<file path="config.mk">
export PLATFORM = sky130hd
export DESIGN_NAME = dmem_arbiter
export DESIGN_NICKNAME = d
export VERILOG_FILES = /design/src/rtl/dmem_arbiter.sv
export SDC_FILE = /design/constraint.sdc
export NUM_CORES = 1
export LEC_CHECK = 0
export CAP_MARGIN = 20
export CELL_PAD_IN_SITES_DETAIL_PLACEMENT = 0
export CELL_PAD_IN_SITES_GLOBAL_PLACEMENT = 1
export CORE_MARGIN = 2
export CORE_UTILIZATION = 32
export CTS_BUF_LIST = sky130_fd_sc_hd__clkbuf_2 sky130_fd_sc_hd__clkbuf_4 sky130_fd_sc_hd__clkbuf_8
export DETAILED_ROUTE_END_ITERATION = 10
export GPL_TIMING_DRIVEN = 0
export PLACE_DENSITY_LB_ADDON = 0.2
export SETUP_SLACK_MARGIN = 0.2
export SYNTH_ARGS = -nofsm -noshare
export SYNTH_HDL_FRONTEND = slang
export SYNTH_SLANG_ARGS = --single-unit
export TNS_END_PERCENT = 10
</file>
<file path="constraint.sdc">
create_clock -name clk -period 10.1 [get_ports clk]
set_input_delay 2.525 -clock clk [delete_from_list [all_inputs] [get_ports clk]]
set_output_delay 2.525 -clock clk [all_outputs]
set_load 0.1 [all_outputs]
</file>
<file path="src/rtl/dmem_arbiter.sv">
// rtl/dmem_arbiter.sv - two-port data-memory arbiter/sequencer with ROM write protection
// One access at a time: IDLE picks a winner, ACCESS drives memory, DONE reports.
module dmem_arbiter #(
  parameter int ADDR_W     = 9,
  parameter int DATA_W     = 64,
  parameter int ROM_DEPTH  = 256,
  parameter int FIXED_PRIO = 0
) (
  input  logic              clk,
  input  logic              rst,
  input  logic              p0_req,
  input  logic              p0_we,
  input  logic [ADDR_W-1:0] p0_addr,
  input  logic [DATA_W-1:0] p0_wdata,
  output logic              p0_gnt,
  output logic              p0_done,
  output logic [DATA_W-1:0] p0_rdata,
  output logic              p0_err,
  input  logic              p1_req,
  input  logic              p1_we,
  input  logic [ADDR_W-1:0] p1_addr,
  input  logic [DATA_W-1:0] p1_wdata,
  output logic              p1_gnt,
  output logic              p1_done,
  output logic [DATA_W-1:0] p1_rdata,
  output logic              p1_err,
  output logic [ADDR_W-1:0] mem_address,
  output logic [DATA_W-1:0] mem_w_data,
  output logic              mem_ctrl_w,
  output logic              mem_ctrl_r,
  input  logic [DATA_W-1:0] mem_r_data,
  output logic              busy,
  output logic [15:0]       conflict_cnt
);

  typedef enum logic [1:0] {S_IDLE, S_ACCESS, S_DONE} state_t;

  localparam logic [ADDR_W:0] ROM_LIMIT = (ADDR_W+1)'(ROM_DEPTH);

  state_t              state_q, state_d;
  logic                win_q, win_d;
  logic                we_q, we_d;
  logic [ADDR_W-1:0]   addr_q, addr_d;
  logic [DATA_W-1:0]   wdata_q, wdata_d;
  logic [DATA_W-1:0]   rdata0_q, rdata0_d;
  logic [DATA_W-1:0]   rdata1_q, rdata1_d;
  logic                err_q, err_d;
  logic                last_q, last_d;
  logic [15:0]         cnt_q, cnt_d;
  logic                rom_hit;
  logic [DATA_W-1:0]   cap;

  assign rom_hit = {1'b0, addr_q} < ROM_LIMIT;

  always_ff @(posedge clk or posedge rst) begin
    if (rst) begin
      state_q  <= S_IDLE;
      win_q    <= 1'b0;
      we_q     <= 1'b0;
      addr_q   <= '0;
      wdata_q  <= '0;
      rdata0_q <= '0;
      rdata1_q <= '0;
      err_q    <= 1'b0;
      last_q   <= 1'b1;
      cnt_q    <= '0;
    end else begin
      state_q  <= state_d;
      win_q    <= win_d;
      we_q     <= we_d;
      addr_q   <= addr_d;
      wdata_q  <= wdata_d;
      rdata0_q <= rdata0_d;
      rdata1_q <= rdata1_d;
      err_q    <= err_d;
      last_q   <= last_d;
      cnt_q    <= cnt_d;
    end
  end

  always_comb begin
    state_d     = state_q;
    win_d       = win_q;
    we_d        = we_q;
    addr_d      = addr_q;
    wdata_d     = wdata_q;
    rdata0_d    = rdata0_q;
    rdata1_d    = rdata1_q;
    err_d       = err_q;
    last_d      = last_q;
    cnt_d       = cnt_q;
    cap         = '0;
    p0_gnt      = 1'b0;
    p1_gnt      = 1'b0;
    p0_done     = 1'b0;
    p1_done     = 1'b0;
    p0_err      = 1'b0;
    p1_err      = 1'b0;
    mem_address = '0;
    mem_w_data  = '0;
    mem_ctrl_w  = 1'b0;
    mem_ctrl_r  = 1'b0;
    case (state_q)
      S_IDLE: begin
        if (p0_req || p1_req) begin
          if (p0_req && p1_req) begin
            win_d = (FIXED_PRIO != 0) ? 1'b0 : ~last_q;
            if (cnt_q != 16'hFFFF) cnt_d = cnt_q + 16'd1;
          end else begin
            win_d = p1_req;
          end
          we_d    = win_d ? p1_we    : p0_we;
          addr_d  = win_d ? p1_addr  : p0_addr;
          wdata_d = win_d ? p1_wdata : p0_wdata;
          state_d = S_ACCESS;
        end
      end
      S_ACCESS: begin
        p0_gnt      = ~win_q;
        p1_gnt      = win_q;
        mem_address = addr_q;
        mem_ctrl_r  = ~we_q;
        mem_ctrl_w  = we_q && !rom_hit;
        mem_w_data  = (we_q && !rom_hit) ? wdata_q : '0;
        cap         = we_q ? '0 : mem_r_data;
        if (win_q) rdata1_d = cap;
        else       rdata0_d = cap;
        err_d   = we_q && rom_hit;
        last_d  = win_q;
        state_d = S_DONE;
      end
      S_DONE: begin
        // Requests are deliberately ignored here; a held req is picked up in IDLE.
        p0_done = ~win_q;
        p1_done = win_q;
        p0_err  = ~win_q && err_q;
        p1_err  = win_q && err_q;
        state_d = S_IDLE;
      end
      default: state_d = S_IDLE;
    endcase
  end

  assign p0_rdata     = rdata0_q;
  assign p1_rdata     = rdata1_q;
  assign busy         = (state_q == S_ACCESS) || (state_q == S_DONE);
  assign conflict_cnt = cnt_q;

endmodule

</file>
==> results of run 1 <==
per-layer routing:
| metal | track usage | part of all wire |
|---|---|---|
| met4 | 0.0692 | 0.024 |
| met1 | 0.244 | 0.39 |
| met3 | 0.0734 | 0.10 |
| met2 | 0.351 | 0.49 |
| met5 | 0 | 0.00032 |
worst paths after layout:
check                                 start                to  slack, ns  cells after the start
worst min-delay path            wdata_q[34]       wdata_q[34]       0.47                      2
worst min register to register  wdata_q[34]       wdata_q[34]       0.47                      2
worst max register to register   state_q[1]      p1_rdata[46]       7.89                      7
max in group asynchronous               rst      p0_rdata[25]       6.51                      3
min in group asynchronous               rst  conflict_cnt[11]       2.48                      2
worst max-delay path             state_q[1]    mem_w_data[35]       3.85                      7
synthesized netlist by cell type:
master,number
nor4_4,1
buf_4,6
and2_1,75
dfstp_2,1
a22o_1,1
nand4_1,5
o2111ai_1,1
nor2_1,3
nand4_4,1
mux2_4,1
a21boi_0,1
nor3b_1,2
clkbuf_1,49
nand4_2,1
buf_2,10
nor2_2,1
dfrtp_1,222
or3_1,1
xor2_1,13
nor4_1,3
nand2_1,210
inv_1,8
buf_1,2
nand3_1,4
o22ai_1,1
and4_1,2
xnor2_1,2
and3_1,4
nor2b_1,2
nand2b_1,65
nor3_1,6
a21boi_1,1
o21ai_0,205
mux2i_1,74
ha_1,4
nor4b_1,1
area by class of cell:
type                    count  area, um^2  share of cell area
diodes                      5        12.5            0.000801
multi-input cells         691        3920               0.251
repair buffers            442        4440               0.284
clock inverters             6        36.3             0.00232
inverters                   8        37.5             0.00240
plain buffers              67         287              0.0183
well taps                 396         495              0.0317
clock buffers              66         808              0.0517
flip-flops and latches    223        5580               0.357
flip-flops by register name (all words and copies together), names as in the netlist:
| name | count |
|---|---|
| wdata_q | 64 |
| addr_q | 9 |
| state_q | 2 |
| win_q | 1 |
| p0_rdata | 64 |
| conflict_cnt | 16 |
| last_q | 1 |
| p1_rdata | 64 |
| we_q | 1 |
| err_q | 1 |
metrics by stage:
stage	std cells	setup TNS [ns]	worst slack, ns	area [um^2]
floorplan	989	0	1.47	9820
global placement	1826	-408.87	-1.86	14700
detailed placement	1827	0	4.39	14800
CTS	1899	0	3.77	15600
global route	1903	0	3.62	15600
finish	1904	0	3.85	15600
kinds of logic after synthesis:
| family | count (synthesis) | synth area share |
|---|---|---|
| AO/OA/AOI/OAI | 210 | 0.108 |
| XOR/XNOR | 15 | 0.0134 |
| adder cells (fa/ha/maj) | 4 | 0.00510 |
| buffers and inverters | 75 | 0.0322 |
| flip-flops | 223 | 0.568 |
| multiplexers | 75 | 0.0769 |
| AND/OR/NAND/NOR | 387 | 0.196 |
power groups by stage:
stage | registers, W | logic, W | clock network, W
global route | 0.00152 | 0.00370 | 0.000955
finish | 0.00147 | 0.00351 | 0.000885
global placement | 0.00148 | 0.00352 | 0
detailed placement | 0.00149 | 0.00354 | 0
CTS | 0.00148 | 0.00354 | 0.000914
floorplan | 0.00301 | 0.00104 | 0
critical path: cells and delay by family (launching register included):
kind / cells / cell delay [ns]
buffers and inverters: 4 / 2.03
and+or+nand+nor: 2 / 0.45
DFF: 1 / 0.38
adders and majority gates: 1 / 0.32
==> metrics.log, run 1 <==
[metrics] Initial DRT Pass Iterations: 4
[metrics] average footprint of a synthesized cell: approximately 9.9 um^2
[metrics] count of pins on the block boundary: 442
[metrics] vias in the first global route: slightly below 9000
[metrics] total global routing overflow: 0
[metrics] achievable clock frequency: 0.160 GHz
[metrics] leading cell type in the layout, fill and taps excluded: clkdlybuf4s50_1
[metrics] share of power burned in registers: 0.251
[metrics] HPWL reported at the end of detailed placement: 26300 um
[metrics] count of final hold-check violations: 0
[metrics] buffers from clock root to sink, at most: 3
[metrics] transition at the pin with the smallest max-transition slack: around 1.1 ns
[metrics] area of the core: around 30000 um^2
[metrics] total setup violations reported at the end of the flow: 0
[metrics] initial antenna violation count: 5
[metrics] root buffer cell: clkbuf_8
[metrics] GP Congestion: 0.812
[metrics] number of buffer cells added on primary ports: 441
[metrics] post-detailed-route DRC marker count: 0
[metrics] Filler cells: 2950
[metrics] internal power: around 0.0026 W
[metrics] category of the critical setup timing path: reg -> out
[metrics] clock sinks: roughly 220
[metrics] initial drt markers: 324
[metrics] Post-layout nets: 1694
[metrics] synthesized instance count: 989
[metrics] Total Routed Length: 34600 um
[metrics] cells traversed along the worst timing path: inv_1 > ha_1 > and3_1 > clkbuf_1 > clkbuf_1 > and2_1 > clkdlybuf4s50_1
[metrics] Post-Syn Area: 9820 um^2
[metrics] Clock Power Share: 0.151
[metrics] slowest cell delay on critical path: 1.19 ns
[metrics] leading area contributor after synthesis: dfrtp_1
[metrics] CP required: 7.58 ns
[metrics] largest clock skew in the final design: about 0.033 ns
[metrics] clock transition at the register clock pins on the worst setup and hold paths after CTS: 0.06 ns
[metrics] Routed WL per cell: ~18 um
[metrics] Data arrival, critical path: 3.73 ns
[metrics] setup repair bufs after CTS: 0
[metrics] post-CTS sizing: 0
[metrics] number of antenna-violating nets in the routed design: 0
[metrics] switching share of power: 0.558
[metrics] post-route worst hold slack: around 0.47 ns
[metrics] highest fanout seen on the critical path: 10
[metrics] highest-count cells in the layout ignoring fill and taps: clkdlybuf4s50_1 (441), dfrtp_1 (222), nand2_1 (210)
[metrics] Yosys top cell area share: 0.566
[metrics] overall die width: ~180 um
[metrics] Combinational Power Share: 0.598
[metrics] Pleak: 6.86 nW
[metrics] TritonCTS clock tree: yes
[metrics] Area growth syn-to-layout: 59.1%
[metrics] Most common cell on crit path: clkbuf_1
[metrics] fraction of the cycle the final worst path needs: 0.619
[metrics] #FFs+latches synth: between 200 and 250
[metrics] launching element type of the critical path: flop
[metrics] std cell rows: 64
[metrics] deepest level of the CTS H-tree: 2
[metrics] DR vias: ~9000
[metrics] status: completed
[metrics] aggregate global-route resource usage: 0.207
[metrics] pwr/cell area: 375 nW/um^2
[metrics] Pwr Total: 0.00587 W
[metrics] count of hold-fix buffers inserted at cts: 0
[metrics] warning count from the yosys run: 0
[metrics] Initial Utilization: 0.323
[metrics] utilization after layout: 0.513
[metrics] die area: 32100 um^2
[metrics] top area cells in the synthesized netlist: dfrtp_1 (57%), o21ai_0 (10%), nand2_1 (8.0%)
[metrics] critical path's slowest cell: clkdlybuf4s50_1
[metrics] HP Class: reg -> reg
[metrics] Final Max Tran Viols: 0
[metrics] unrepaired setup endpoints after global routing: false
[metrics] worst vdd rail ir drop: 0.000135 V
[metrics] worst rel slew slack: 0.235
[metrics] critical path endpoint category: primary output
[metrics] pin count of the biggest net entering global routing: 122
[metrics] clock network latency to the later pin of the worst-skew pair: 0.54 ns
[metrics] clock period minus worst slack: 6.25 ns
[metrics] switching power: between 0.003 and 0.004 W
[metrics] first-pass GRT wire length: 50500 um
[metrics] floorplan die height: ~180 um
[metrics] via count normalized by instance count: 4.64
[metrics] number of library cell types mapped by synthesis: 36
[metrics] max cap viols: 0
[metrics] CTS buffer count: just over 40
[metrics] share of layout cells above drive strength 1: 0.0639
[metrics] register area share after synthesis: 0.568
[metrics] syn nets: 1209
(Power assumes the default switching activity.)
==> run 2, diff against run 1 <==
Clock period 10.1 ns to 6.2 ns, I/O delays scaled along.
==> run 2 against run 1 <==
Against the previous run:
- design area is 0.64% higher
- sequential power is 63% higher
- routed wire length is 2.1% higher
==> metrics.log, run 2 (same netlist as run 1, synthesis figures left out) <==
[metrics] status: completed
[metrics] DR vias: 8875
[metrics] count of final hold-check violations: 0
[metrics] fraction of met2 tracks used by global routing: 0.376
[metrics] achievable clock frequency: 0.188 GHz
[metrics] largest clock skew in the final design: 0.0185 ns
[metrics] post-CTS sizing: 0
[metrics] Final Max Tran Viols: 0
[metrics] count of pins on the block boundary: ~440
[metrics] Initial DRT Pass Iterations: 4
[metrics] Data arrival, critical path: 3.76 ns
[metrics] switching power: approximately 0.0053 W
[metrics] GP Congestion: 0.850
[metrics] worst rel slew slack: 0.227
[metrics] transition at the pin with the smallest max-transition slack: 1.16 ns
[metrics] share of layout cells above drive strength 1: 0.0651
[metrics] initial antenna violation count: 4
[metrics] first-pass GRT wire length: 52900 um
[metrics] worst vdd rail ir drop: 0.000223 V
[metrics] Combinational Power Share: 0.597
[metrics] clock period minus worst slack: about 5.3 ns
[metrics] Routed WL per cell: 18.6 um
[metrics] std cell rows: 64
[metrics] number of cells in the finished layout apart from fillers: 1903
[metrics] root buffer cell: clkbuf_8
[metrics] HPWL reported at the end of detailed placement: about 27000 um
[metrics] placed cell areas: 14900 um^2
[metrics] Clock Power Share: 0.153
[metrics] launching point of the worst reg2reg path: state_q[0]
[metrics] number of buffer cells added on primary ports: 441
[metrics] number of cells traversed by the worst hold path: 2
[metrics] pwr/cell area: 611 nW/um^2
[metrics] pin count of the biggest net entering global routing: 40
[metrics] source of the worst hold timing path: wdata_q[28]
[metrics] Post-layout nets: 1698
[metrics] fraction of the cycle the final worst path needs: 0.857
[metrics] deepest level of the CTS H-tree: 2
[metrics] total global routing overflow: 0
[metrics] aggregate global-route resource usage: 0.217
[metrics] depth of the worst register-to-register path: 6
[metrics] routing usage on met1: 0.245
[metrics] unrepaired setup endpoints after global routing: false
[metrics] switching share of power: 0.556
[metrics] die area: 32100 um^2
[metrics] clock network latency to the later pin of the worst-skew pair: ~0.54 ns
[metrics] internal power: 0.00426 W
[metrics] cell area after layout: ~16000 um^2
[metrics] clock transition at the register clock pins on the worst setup and hold paths after CTS: roughly 0.060 ns
[metrics] initial drt markers: 335
[metrics] pre-CTS setup slack: between 1 and 1.5 ns
[metrics] Worst setup startpoint: state_q[1]
[metrics] most heavily used metal layer in global routing: met2
[metrics] GR Util met3: 0.0757
[metrics] floorplan die height: 179 um
[metrics] count of hold-fix buffers inserted at cts: 0
[metrics] r2r endpoint: wdata_q[2]
[metrics] highest-count cells in the layout ignoring fill and taps: clkdlybuf4s50_1 (441), dfrtp_1 (222), nand2_1 (210)
[metrics] Setup crit end: mem_w_data[33]
[metrics] Filler cells: 2924
[metrics] area of the core: 30400 um^2
[metrics] setup slack of the critical path after layout: 0.887 ns
[metrics] multi-input logic area: 3920 um^2
[metrics] CTS buffer count: 40
[metrics] launching element type of the critical path: flop
[metrics] buffers from clock root to sink, at most: 3
[metrics] category of the critical setup timing path: reg -> out
[metrics] Area growth syn-to-layout: 60.1%
[metrics] HP Class: reg -> reg
[metrics] clock sinks: 223
[metrics] max cap viols: 0
[metrics] critical path endpoint category: primary output
[metrics] via count normalized by instance count: 4.66
[metrics] post-detailed-route DRC marker count: 0
[metrics] register area: 5580 um^2
[metrics] Initial Utilization: 0.323
[metrics] Pleak: 6.90 nW
[metrics] Placed Cells incl. Taps: approximately 1800
[metrics] leading cell type in the layout, fill and taps excluded: clkdlybuf4s50_1
[metrics] number of antenna-violating nets in the routed design: 0
[metrics] total setup violations reported at the end of the flow: 0
[metrics] overall die width: 179 um
[metrics] CP required: ~4.7 ns
[metrics] vias in the first global route: 9313
[metrics] share of power burned in registers: 0.250
[metrics] Total Routed Length: 35400 um
[metrics] setup repair bufs after CTS: 0
[metrics] TritonCTS clock tree: yes
[metrics] highest fanout seen on the critical path: 10
[metrics] minimum setup slack among reg-to-reg paths: 3.97 ns
[run 2: power groups by stage]
stage / sequential [W] / combinational [W] / clock (W)
CTS: 0.00241 / 0.00579 / 0.00151
detailed placement: 0.00243 / 0.00578 / 0
finish: 0.00240 / 0.00574 / 0.00147
floorplan: 0.00490 / 0.00169 / 0
global placement: 0.00241 / 0.00574 / 0
global route: 0.00249 / 0.00605 / 0.00158
[run 2: area by class of cell]
cell class / count / share of cell area
Inverter: 8 / 0.00215
Buffer: 67 / 0.0182
Multi-Input combinational cell: 691 / 0.250
Sequential cell: 223 / 0.355
Clock buffer: 67 / 0.0539
Clock inverter: 2 / 0.00103
Antenna cell: 2 / 0.000318
Tap cell: 396 / 0.0315
Timing Repair Buffer: 447 / 0.288
[run 2: how the worst min path moves through the flow]
stage,end
final,wdata_q[28]
after global routing,wdata_q[6]
after CTS,wdata_q[52]
after detailed placement,wdata_q[28]
after global placement,wdata_q[38]
after floorplan,wdata_q[0]
[run 2: routing by layer]
metal  wire length, um  vias to the layer above
li1                  -                     4272
met5                13                        -
met2             17300                      358
met1             13400                     4175
met3              3410                       68
met4              1220                        2
[run 2: through the flow]
step	utilization	power [W]	hold WS [ns]	setup TNS, ns
final	0.517	0.00960	0.468	0
after global placement	0.484	0.00814	0.452	-53.02
after detailed placement	0.488	0.00821	0.462	0
after global routing	0.517	0.0101	0.495	0
after CTS	0.517	0.00971	0.474	0
after floorplan	-	0.00659	0.442	0
[run 2: critical path: stages, from the launching register on]
cell             delay, ns
dfrtp_1               0.38
inv_1                 0.10
ha_1                  0.31
and3_1                0.22
clkbuf_1              0.39
clkbuf_1              0.37
and2_1                0.19
clkdlybuf4s50_1       1.24
==> run 3, diff against run 2 <==
Settings changed: REMOVE_ABC_BUFFERS from default to 1.
==> run 3 against run 2 <==
Against the previous run:
- clock power about the same
- design area decreased by 0.31%
- largest power group unchanged
- die area unchanged
- via count decreased by 7.6%
- critical endpoint is now mem_w_data[60]
- clock-buffer cell count decreased by 2
- combinational power decreased by 2%
- register-to-register slack got worse by 0.08 ns
- hold slack improved by 0.0011 ns
- maximum frequency increased by 0.99%
- largest cell class unchanged
- cell count decreased by 3.2%
==> metrics.log, run 3 (same netlist as run 1, synthesis figures left out) <==
[metrics] status: completed
[metrics] Total Routed Length: 30600 um
[metrics] HPWL reported at the end of detailed placement: 22600 um
[metrics] pin count of the biggest net entering global routing: 101
[metrics] area of the core: between 30000 and 40000 um^2
[metrics] pwr/cell area: 608 nW/um^2
[metrics] Initial DRT Pass Iterations: 6
[metrics] cells traversed along the worst timing path: inv_1 > ha_1 > and3_2 > buf_12 > and2_1 > clkdlybuf4s50_1
[metrics] setup slack of the critical path after layout: 0.939 ns
[metrics] switching power: 0.00521 W
[metrics] worst rel slew slack: 0.283
[metrics] critical path endpoint category: primary output
[metrics] aggregate global-route resource usage: 0.184
[metrics] switching share of power: 0.547
[metrics] HP Class: reg -> reg
[metrics] number of antenna-violating nets in the routed design: 0
[metrics] achievable clock frequency: 0.190 GHz
[metrics] CP required: 4.65 ns
[metrics] GP Congestion: 0.789
[metrics] diode insertion count for antenna repair: 0
[metrics] pre-CTS setup slack: ~1.4 ns
[metrics] buffers plus inverters on the worst setup path: 3
[metrics] buffers from clock root to sink, at most: 3
[metrics] total global routing overflow: 0
[metrics] Combinational Power Share: 0.592
[metrics] register area: ~5600 um^2
[metrics] utilization after layout: 0.515
[metrics] Final Max Tran Viols: 0
[metrics] Area growth syn-to-layout: 59.6%
[metrics] clock period minus worst slack: 5.26 ns
[metrics] via count normalized by instance count: approximately 4.4
[metrics] share of power burned in registers: 0.252
[metrics] transition at the pin with the smallest max-transition slack: 1.07 ns
[metrics] number of buffer cells added on primary ports: between 400 and 500
[metrics] overall die width: 179 um
[metrics] vias in the first global route: 8073
[metrics] Top delay family on crit path: buffers and inverters
[metrics] category of the critical setup timing path: reg -> out
[metrics] initial antenna violation count: 0
[metrics] Initial Utilization: 0.323
[metrics] post-detailed-route DRC marker count: 0
[metrics] internal power: 0.00432 W
[metrics] highest-count cells in the layout ignoring fill and taps: clkdlybuf4s50_1 (441), dfrtp_1 (221), nand2_1 (209)
[metrics] slowest cell delay on critical path: 1.16 ns
[metrics] clock network latency to the later pin of the worst-skew pair: 0.53 ns
[metrics] floorplan die height: 179 um
[metrics] fraction of the cycle the final worst path needs: 0.849
[metrics] total setup violations reported at the end of the flow: 0
[metrics] setup repair bufs after CTS: 0
[metrics] worst vdd rail ir drop: 0.000366 V
[metrics] Pleak: ~6.9 nW
[metrics] initial drt markers: 300
[metrics] largest clock skew in the final design: 0.0132 ns
[metrics] critical path's slowest cell: clkdlybuf4s50_1
[metrics] launching element type of the critical path: flop
[metrics] clock sinks: 223
[metrics] post-CTS sizing: 0
[metrics] clock transition at the register clock pins on the worst setup and hold paths after CTS: about 0.060 ns
[metrics] Data arrival, critical path: 3.71 ns
[metrics] Post-layout nets: 1639
[metrics] Clock Power Share: 0.156
[metrics] Routed WL per cell: 16.6 um
[metrics] CTS buffer count: 41
[metrics] leading cell type in the layout, fill and taps excluded: clkdlybuf4s50_1
[metrics] DR vias: 8201
[metrics] root buffer cell: clkbuf_8
[metrics] share of layout cells above drive strength 1: 0.0670
[metrics] std cell rows: 64
[metrics] multi-input logic area: 3960 um^2
[metrics] TritonCTS clock tree: yes
[metrics] max cap viols: 0
[metrics] first-pass GRT wire length: 45800 um
[metrics] Filler cells: around 2800
[metrics] count of final hold-check violations: 0
[metrics] unrepaired setup endpoints after global routing: false
[metrics] deepest level of the CTS H-tree: 2
[metrics] highest fanout seen on the critical path: 52
[metrics] count of hold-fix buffers inserted at cts: 0
[metrics] count of pins on the block boundary: 442
[metrics] die area: 32100 um^2
-- run 3: final timing paths --
check                      depth (start not counted)               end        start  slack (ns)
min reg2reg                                        2       wdata_q[16]  wdata_q[16]        0.47
max in group asynchronous                          4              we_q          rst        3.54
max                                                6    mem_w_data[60]   state_q[1]        0.94
min                                                2       wdata_q[16]  wdata_q[16]        0.47
min in group asynchronous                          2  conflict_cnt[10]          rst        1.40
max reg2reg                                        6       wdata_q[59]       last_q        3.89
-- run 3: layout make-up --
type | count | area share
clock inverter | 6 | 0.00367
multi-input combinational | 691 | 0.253
sequential | 223 | 0.356
timing repair buffer | 454 | 0.301
inverter | 8 | 0.00239
clock buffer | 65 | 0.0523
tap | 396 | 0.0316
-- run 3: metrics by stage --
stage                     TNS (ns)  hold slack [ns]  total power (W)  std cells  cell area [um^2]
after floorplan            -539.40            0.442          0.00662        922              9540
after global placement    -1658.59            0.453          0.00814       1759             14400
after detailed placement         0            0.462          0.00814       1772             14800
after CTS                        0            0.475          0.00966       1843             15700
after global routing             0            0.484           0.0100       1843             15700
final                            0            0.470          0.00954       1843             15700
-- run 3: worst min-delay path, delay by kind of cell, from the launching register on --
family             cells  cell delay, ns
AOI/OAI and AO/OA      1            0.06
and+or+nand+nor        1            0.04
DFF                    1            0.33
-- run 3: per-layer routing --
metal / GRT usage / share of wire / up-vias
li1: - / - / 4152
met1: 0.220 / 0.40 / 3725
met2: 0.310 / 0.48 / 261
met3: 0.0598 / 0.080 / 63
met4: 0.0669 / 0.033 / 0
met5: 0 / 0 / -
-- run 3: power by group through the flow --
stage / clock network (W) / registers [W] / logic (W)
after CTS: 0.00154 / 0.00242 / 0.00570
final: 0.00148 / 0.00241 / 0.00565
after floorplan: 0 / 0.00493 / 0.00169
after detailed placement: 0 / 0.00243 / 0.00570
after global placement: 0 / 0.00247 / 0.00567
after global routing: 0.00160 / 0.00249 / 0.00594
